<file path="config.mk">
export PLATFORM = sky130hd
export DESIGN_NAME = countdown_timer
export DESIGN_NICKNAME = d
export VERILOG_FILES = /design/src/rtl/countdown_timer.sv
export SDC_FILE = /design/constraint.sdc
export NUM_CORES = 1
export LEC_CHECK = 0
export CAP_MARGIN = 25
export CORE_MARGIN = 10
export CORE_UTILIZATION = 55
export CTS_CLUSTER_DIAMETER = 30
export CTS_CLUSTER_SIZE = 28
export DETAILED_ROUTE_END_ITERATION = 8
export PLACE_DENSITY = 0.77
export SLEW_MARGIN = 20
export SYNTH_ARGS = -nofsm -noshare
export SYNTH_HDL_FRONTEND = slang
export SYNTH_SLANG_ARGS = --single-unit
</file>
<file path="constraint.sdc">
create_clock -name clk_dst -period 3.5 [get_ports clk_dst]
set_clock_uncertainty 0.05 [all_clocks]
set_input_delay 0.35 -clock clk_dst [delete_from_list [all_inputs] [get_ports clk_dst]]
set_output_delay 0.35 -clock clk_dst [all_outputs]
set_load 0.005 [all_outputs]
</file>
<file path="src/rtl/countdown_timer.sv">
// Countdown timer: loads a preset hh:mm:ss, counts down on the 1 Hz strobe, rings a rotating LED alarm.
// Optional macro COUNTDOWN_AUTO_RELOAD_EN reloads the working count from the preset on ring exit.
module countdown_timer #(
  parameter int unsigned WIDTH      = 32,
  parameter int unsigned SEC_RANGE  = 60,
  parameter int unsigned MIN_RANGE  = 60,
  parameter int unsigned HOUR_RANGE = 24,
  parameter int unsigned LEN        = 30,
  parameter int unsigned NUM        = 5
) (
  input  logic             clk_dst,
  input  logic             reset_n,
  input  logic             tick_1hz,
  input  logic             power,
  input  logic             start,
  input  logic             pause,
  input  logic             clear,
  input  logic [2:0]       add_time,
  input  logic [2:0]       sub_time,
  output logic [WIDTH-1:0] sec,
  output logic [WIDTH-1:0] min,
  output logic [WIDTH-1:0] hour,
  output logic             running,
  output logic             alarm_ring,
  output logic [NUM-1:0]   alarm_light
);

  localparam int unsigned CntW = (LEN > 1) ? $clog2(LEN) : 1;
  localparam logic [WIDTH-1:0] SecTop  = WIDTH'(SEC_RANGE - 1);
  localparam logic [WIDTH-1:0] MinTop  = WIDTH'(MIN_RANGE - 1);
  localparam logic [WIDTH-1:0] HourTop = WIDTH'(HOUR_RANGE - 1);
  localparam logic [WIDTH-1:0] One     = WIDTH'(1);

  typedef enum logic [1:0] {StSet, StRun, StPause, StRing} state_e;

  state_e state_q, state_d;

  logic             start_q, pause_q, clear_q;
  logic [2:0]       add_q, sub_q;
  logic [WIDTH-1:0] psec_q, pmin_q, phour_q, psec_d, pmin_d, phour_d;
  logic [WIDTH-1:0] wsec_q, wmin_q, whour_q, wsec_d, wmin_d, whour_d;
  logic [WIDTH-1:0] sec_q, min_q, hour_q, sec_d, min_d, hour_d;
  logic [CntW-1:0]  ring_cnt_q, ring_cnt_d;
  logic [NUM-1:0]   light_q, light_d;
  logic             running_q, running_d, ring_q, ring_d;

  logic             start_rise, pause_rise, clear_rise;
  logic [2:0]       add_rise, sub_rise;
  logic [WIDTH-1:0] dsec, dmin, dhour;
  logic             dec_zero, preset_zero, ring_last;

  assign start_rise  = start & ~start_q;
  assign pause_rise  = pause & ~pause_q;
  assign clear_rise  = clear & ~clear_q;
  assign add_rise    = add_time & ~add_q;
  assign sub_rise    = sub_time & ~sub_q;
  assign preset_zero = (psec_q == '0) && (pmin_q == '0) && (phour_q == '0);
  assign ring_last   = (ring_cnt_q == CntW'(LEN - 1));

  // Modular step of one preset field; simultaneous up and down cancel.
  function automatic logic [WIDTH-1:0] step_field(input logic [WIDTH-1:0] v, input logic up,
                                                  input logic dn, input logic [WIDTH-1:0] top);
    if (up && !dn) return (v == top) ? '0 : v + One;
    if (dn && !up) return (v == '0) ? top : v - One;
    return v;
  endfunction

  // Working value minus one second, with borrow across fields.
  always_comb begin
    dsec  = wsec_q - One;
    dmin  = wmin_q;
    dhour = whour_q;
    if (wsec_q == '0) begin
      dsec = SecTop;
      if (wmin_q == '0) begin
        dmin  = MinTop;
        dhour = whour_q - One;
      end else begin
        dmin = wmin_q - One;
      end
    end
  end

  assign dec_zero = (dsec == '0) && (dmin == '0) && (dhour == '0);

  // State register
  always_ff @(posedge clk_dst or negedge reset_n) begin
    if (!reset_n) state_q <= StSet;
    else          state_q <= state_d;
  end

  // Next-state logic
  always_comb begin
    state_d = state_q;
    if (!power || clear_rise) begin
      state_d = StSet;
    end else begin
      unique case (state_q)
        StSet:   if (start_rise) state_d = preset_zero ? StRing : StRun;
        StRun: begin
          if (!start_rise && pause_rise) state_d = StPause;
          else if (tick_1hz && dec_zero) state_d = StRing;
        end
        StPause: if (start_rise) state_d = StRun;
        StRing:  if (tick_1hz && ring_last) state_d = StSet;
        default: state_d = StSet;
      endcase
    end
  end

  // Datapath and registered-output next values
  always_comb begin
    psec_d     = psec_q;
    pmin_d     = pmin_q;
    phour_d    = phour_q;
    wsec_d     = wsec_q;
    wmin_d     = wmin_q;
    whour_d    = whour_q;
    ring_cnt_d = ring_cnt_q;
    light_d    = light_q;
    if (!power || clear_rise) begin
      wsec_d     = psec_q;
      wmin_d     = pmin_q;
      whour_d    = phour_q;
      ring_cnt_d = '0;
      light_d    = '0;
    end else begin
      unique case (state_q)
        StSet: begin
          if (start_rise) begin
            wsec_d     = psec_q;
            wmin_d     = pmin_q;
            whour_d    = phour_q;
            ring_cnt_d = '0;
            light_d    = preset_zero ? NUM'(1) : '0;
          end else if ((add_rise != 3'b000) || (sub_rise != 3'b000)) begin
            psec_d  = step_field(psec_q, add_rise[0], sub_rise[0], SecTop);
            pmin_d  = step_field(pmin_q, add_rise[1], sub_rise[1], MinTop);
            phour_d = step_field(phour_q, add_rise[2], sub_rise[2], HourTop);
            wsec_d  = psec_d;
            wmin_d  = pmin_d;
            whour_d = phour_d;
          end
        end
        StRun: begin
          if (!(!start_rise && pause_rise) && tick_1hz) begin
            wsec_d  = dsec;
            wmin_d  = dmin;
            whour_d = dhour;
            if (dec_zero) begin
              ring_cnt_d = '0;
              light_d    = NUM'(1);
            end
          end
        end
        StPause: ;
        StRing: begin
          if (tick_1hz) begin
            if (ring_last) begin
              ring_cnt_d = '0;
              light_d    = '0;
`ifdef COUNTDOWN_AUTO_RELOAD_EN
              wsec_d     = psec_q;
              wmin_d     = pmin_q;
              whour_d    = phour_q;
`endif
            end else begin
              ring_cnt_d = ring_cnt_q + CntW'(1);
              light_d    = (light_q << 1) | (light_q >> (NUM - 1));
            end
          end
        end
        default: ;
      endcase
    end
  end

  // Output logic
  always_comb begin
    sec_d     = power ? wsec_d : '0;
    min_d     = power ? wmin_d : '0;
    hour_d    = power ? whour_d : '0;
    running_d = (state_d == StRun);
    ring_d    = (state_d == StRing);
  end

  always_ff @(posedge clk_dst or negedge reset_n) begin
    if (!reset_n) begin
      start_q    <= 1'b0;
      pause_q    <= 1'b0;
      clear_q    <= 1'b0;
      add_q      <= '0;
      sub_q      <= '0;
      psec_q     <= '0;
      pmin_q     <= '0;
      phour_q    <= '0;
      wsec_q     <= '0;
      wmin_q     <= '0;
      whour_q    <= '0;
      ring_cnt_q <= '0;
      light_q    <= '0;
      sec_q      <= '0;
      min_q      <= '0;
      hour_q     <= '0;
      running_q  <= 1'b0;
      ring_q     <= 1'b0;
    end else begin
      start_q    <= start;
      pause_q    <= pause;
      clear_q    <= clear;
      add_q      <= add_time;
      sub_q      <= sub_time;
      psec_q     <= psec_d;
      pmin_q     <= pmin_d;
      phour_q    <= phour_d;
      wsec_q     <= wsec_d;
      wmin_q     <= wmin_d;
      whour_q    <= whour_d;
      ring_cnt_q <= ring_cnt_d;
      light_q    <= light_d;
      sec_q      <= sec_d;
      min_q      <= min_d;
      hour_q     <= hour_d;
      running_q  <= running_d;
      ring_q     <= ring_d;
    end
  end

  assign sec         = sec_q;
  assign min         = min_q;
  assign hour        = hour_q;
  assign running     = running_q;
  assign alarm_ring  = ring_q;
  assign alarm_light = light_q;

endmodule

</file>
* Word-level counts from Yosys, hierarchy flattened
Index checks and enable logic that the tools add are counted.
Word-level totals: output and inout bits 103, input bits 13, word-level logic and storage cells 191, register bits after elaboration 311
Cells by class: multiplexer cells 97, eq/ne operators 13, reductions and logical operators 39, bitwise gates (word level) 13, add/subtract/negate cells 10
Operators with widths (number):
- $mux 32 | 38
- $logic_not 32->1 | 8
- $pmux 32 s2 | 3
- $sub 32x1->32 const B | 6
- $add 32x1->32 const B | 3
- $eq 32x6->1 const B | 2
- $mux 5 | 12
- $mux 1 | 34
- $eq 32x5->1 const B | 1
- $pmux 5 s3 | 2
- $logic_and 1x1->1 | 14
- $mux 2 | 7
- $ne 3x3->1 const B | 4
- $logic_not 1->1 | 9
- $pmux 2 s4 | 1
- $and 3x3->3 | 2
- $eq 2x2->1 const B | 3
- $not 3->3 | 2
- $reduce_bool 3->1 | 2
- $add 5x1->5 const B | 1
- $eq 5x5->1 const B | 1
- $not 1->1 | 5
- $or 5x1->5 | 1
- $reduce_and 5->1 | 1
- 6 further kinds | 10

* Longest topological paths before layout
depth in word-level cells 21, mapped depth 15, gate-level depth less buffers 12

* Worst setup path before layout
Ideal clock, no wire load.
path kind register to register, from reg whour_q[3], to reg light_q[0] (netlist: alarm_light[0]), path buffers 2, period minus slack after synthesis 3.700 ns, data required time 3.325 ns, setup slack -0.200 ns, data arrival time 3.525 ns, setup time 0.125 ns, cell stages (with the launch flop) 13, path through dfrtp_1 > buf_2 > or4_4 > or3_1 > buf_2 > or2_1 > nor4_2 > or4b_1 > xor2_1 > nand4b_1 > nor4_4 > o21bai_4 > mux2_4
Between the ends: longest elaborated chain between the ends 7
Ends and longest elaborated chain:
- start: declaration | line 41 | logic [WIDTH-1:0] wsec_q, wmin_q, whour_q, wsec_d, wmin_d, whour_d;
- start signal: assignment | line 218 | whour_q <= whour_d;
- $sub 32x1->32 | line 77 | dhour = whour_q - One;
- $mux 32 | line 75 | if (wmin_q == '0) begin
- $mux 32 * | line 73 | if (wsec_q == '0) begin
- $logic_not 32->1 * | line 84 | assign dec_zero = (dsec == '0) && (dmin == '0) && (dhour == '0);
- $logic_and 1x1->1 * | line 84
- $ne 3x3->1 (no source line) *
- $reduce_and 5->1 (no source line) *
- end signal: assignment | line 220 | light_q <= light_d;
- end: declaration | line 44 | logic [NUM-1:0] light_q, light_d;
Mark *: on every way between the ends. The rest lies on a longest branch, timed or not. A chain may end at the register's enable or synchronous reset.

* Final worst setup path
from reg whour_q[2], to reg ring_cnt_q[1]
Between the ends: longest elaborated chain between the ends 7
Ends and longest elaborated chain:
- $sub 32x1->32 | line 77
- $mux 32 | line 75
- $mux 32 * | line 73
- $logic_not 32->1 * | line 84
- $logic_and 1x1->1 * | line 84
- $ne 3x3->1 (no source line) *
- $reduce_and 5->1 (no source line) *
- end signal: assignment | line 219 | ring_cnt_q <= ring_cnt_d;
- end: declaration | line 43 | logic [CntW-1:0] ring_cnt_q, ring_cnt_d;
Marks and branches as above.

==> results.json <==
{
  "outcome": "complete, but fails checks",
  "violations": "negative setup slack",
  "syn_area_um2": 22100,
  "clockPowerShare": 0.298,
  "ioPinCount": 116,
  "setup_viol": 13,
  "yosysTopAreaCellShare": 0.353,
  "setup_slack_ps": -453,
  "cts_tree": "yes",
  "period_minus_slack_ps": 3950,
  "syn_nets": 2858,
  "cts_buffer_depth": 3,
  "vdd_drop_max_uv": 457,
  "critPathCaptureType": "register",
  "start_util": 0.555,
  "core.rowCount": 73,
  "synth_area_leaders": "dfrtp_1 35%, nand2_1 5.6%, a21oi_1 5.0%, o21ai_0 4.8%, nor2_1 4.3%",
  "critPathArrivalTime_ps": 4400,
  "synth-seq-cells": 311,
  "yosysWarnings": 0,
  "core_region_area_um2": 39700,
  "p_comb_frac": 0.460,
  "gr-usage-all-layers": 0.398,
  "slew_violations": 0,
  "hold_ws_ps": 173,
  "grt_pass1_wl_um": 151000,
  "cts_root_buffer": "clkbuf_16",
  "avgRoutedWirePerCell_um": 25.7,
  "avgSynthCellArea_um2": 7.80,
  "n_fill_cell": 2783,
  "multi_input_comb_area_um2": 13700,
  "max_freq_ghz": 0.253,
  "grt_max_degree": 89,
  "antenna_cells": 0,
  "required_ps": 3950,
  "synthFlopType": "dfrtp_1",
  "grt_pass1_vias": 25861,
  "worst_pin_slew_ps": 1030,
  "cp_slowest_cell": "or4_4",
  "final_layout_size_suffix_gt1_frac": 0.252,
  "regArea_um2": 7780,
  "hpwlAfterDp_um": 70800,
  "yosysMostFrequentCell": "nand2_1",
  "grt_overflow": 0,
  "cts.sinks": 311,
  "startpoint_type": "register",
  "switching_share": 0.408,
  "critical_path_class": "register to register",
  "port_buffers": 115,
  "p_int_w": 0.0135,
  "clk_pin_slew_ps": 50,
  "num_vias": 27131,
  "p_leak_nw": 13.1,
  "async_flop_share": 1.00,
  "vias_per_cell": 6.96,
  "htree_levels": 3,
  "power_w": 0.0228,
  "hold_class": "primary input to register",
  "die_area_um2": 48500,
  "yosysUniqueCellTypes": 96,
  "drt_wl_total_um": 100000,
  "cp_max_fo": 8,
  "synth_edf_count": 0,
  "rsz0062_at_grt": "true",
  "antenna_found_initial": 2,
  "areaGrowthSynthToFinish_pct": 38.1,
  "place.gp.congestion": 1.06,
  "ant_nets": 0,
  "seqPwrFrac": 0.241,
  "yosys-top-cells-count": "330 x nand2_1, 311 x dfrtp_1, 250 x nor2_1",
  "first_pass_iters": 7,
  "drt_iter0_drc": 4648,
  "finalCritPeriodShare": 1.13,
  "syn_inst": 2830,
  "drc": 0,
  "cts_made_buffers": 71,
  "finalHoldViolCount": 0,
  "die_h_um": 220,
  "p_switching_w": 0.00932,
  "die_w_um": 220,
  "cpPeakStageDelay_ps": 580,
  "clk_latency_ps": 620,
  "cp_cell_sequence": "or4_4 > or3_4 > buf_6 > or3_4 > o31ai_2 > nand4_1 > a2111oi_4 > nand4_1 > nor4_4 > buf_4 > o21bai_4 > buf_4 > a21o_1",
  "nNetsFinal": 3349,
  "slew_headroom": 0.306,
  "drv_cap": 0,
  "seq_area_frac_synth": 0.353,
  "synth_area_leader_cell": "dfrtp_1",
  "power_per_cell_area_nw_per_um2": 750
}
==> cells by family (layout without fill, tap and decap cells) <==
kind of cell / Yosys count / after routing / share of synthesized area
compound gates: 909 / 909 / 0.269
buf+inv: 296 / 840 / 0.0517
simple gates: 1227 / 1227 / 0.286
flops: 311 / 311 / 0.353
mux: 29 / 29 / 0.0141
fa+ha+maj: 15 / 15 / 0.00851
xor+xnor: 43 / 43 / 0.0171
==> layout make-up <==
cell class,count,share of cell area
clock inverter,38,0.0144
clock buffer,88,0.0661
multi-input combinational,2223,0.450
tap,525,0.0216
inverter,38,0.00468
sequential,311,0.255
timing repair buffer,676,0.188
==> final timing paths <==
check | slack (ps) | from | end | depth (start not counted)
max in group asynchronous | 2200 | reset_n | sec[27]$_DFF_PN0_ | 3
min | 170 | clear | clear_q$_DFF_PN0_ | 1
max | -450 | whour_q[2]$_DFF_PN0_ | ring_cnt_q[1]$_DFFE_PN0P_ | 13
min in group asynchronous | 300 | reset_n | add_q[2]$_DFF_PN0_ | 2
max reg2reg | -450 | whour_q[2]$_DFF_PN0_ | ring_cnt_q[1]$_DFFE_PN0P_ | 13
min reg2reg | 490 | alarm_light[1]$_DFFE_PN0P_ | alarm_light[2]$_DFFE_PN0P_ | 1
==> stage by stage <==
stage               instances  worst slack [ps]  TNS (ps)   util  instance area, µm²
floorplan                2830             -92.6      -238      -               22100
global placement         3756              -412     -4430  0.688               27300
detailed placement       3756              -475     -5610  0.688               27300
CTS                      3887              -363     -3880  0.753               29900
global route             3899              -501     -6160  0.767               30500
finish                   3899              -453     -5230  0.767               30500
==> worst max-delay path: cells and delay by family (launching register included) <==
family | cells | cell delay (ps)
and+or+nand+nor | 6 | 2100
DFF | 1 | 400
AOI/OAI and AO/OA | 4 | 770
buffers and inverters | 3 | 500
==> what timing repair did <==
action	4_1_cts	5_1_grt
pin swaps	8	19
resized for setup	18	83
hold endpoints to repair	80	0
gates cloned	1	1
hold buffers	1	0
setup buffers	3	10
setup endpoints to repair	36	115
==> power by group through the flow <==
stage / clock (W) / combinational, W / sequential [W]
6_report: 0.00681 / 0.0105 / 0.00551
5_1_grt: 0.00700 / 0.0111 / 0.00558
4_1_cts: 0.00679 / 0.00978 / 0.00540
3_5_place_dp: 0 / 0.00960 / 0.00542
3_3_place_gp: 0 / 0.00944 / 0.00537
2_1_floorplan: 0 / 0.00500 / 0.00521
==> metal layers <==
layer | global-route usage | share of wire
met1 | 0.497 | 0.37
met2 | 0.620 | 0.45
met3 | 0.112 | 0.13
met4 | 0.208 | 0.063
met5 | 0 | 0.00022
==> placed cells by master, fill, tap and decap left out, types with 37 or more instances in the layout <==
cell / n
buf_4: 530
nand2_1: 327
dfrtp_1: 311
nor2_1: 243
a21oi_1: 216
o21ai_0: 208
clkdlybuf4s50_1: 113
and2_1: 107
nor3_1: 104
nand3_1: 80
clkbuf_16: 74
o22ai_1: 56
a31oi_1: 54
nor4_1: 52
nand4_1: 47
o221ai_1: 43
and3_1: 40
inv_1: 37
Note: power is estimated with default switching activity, not from simulation.
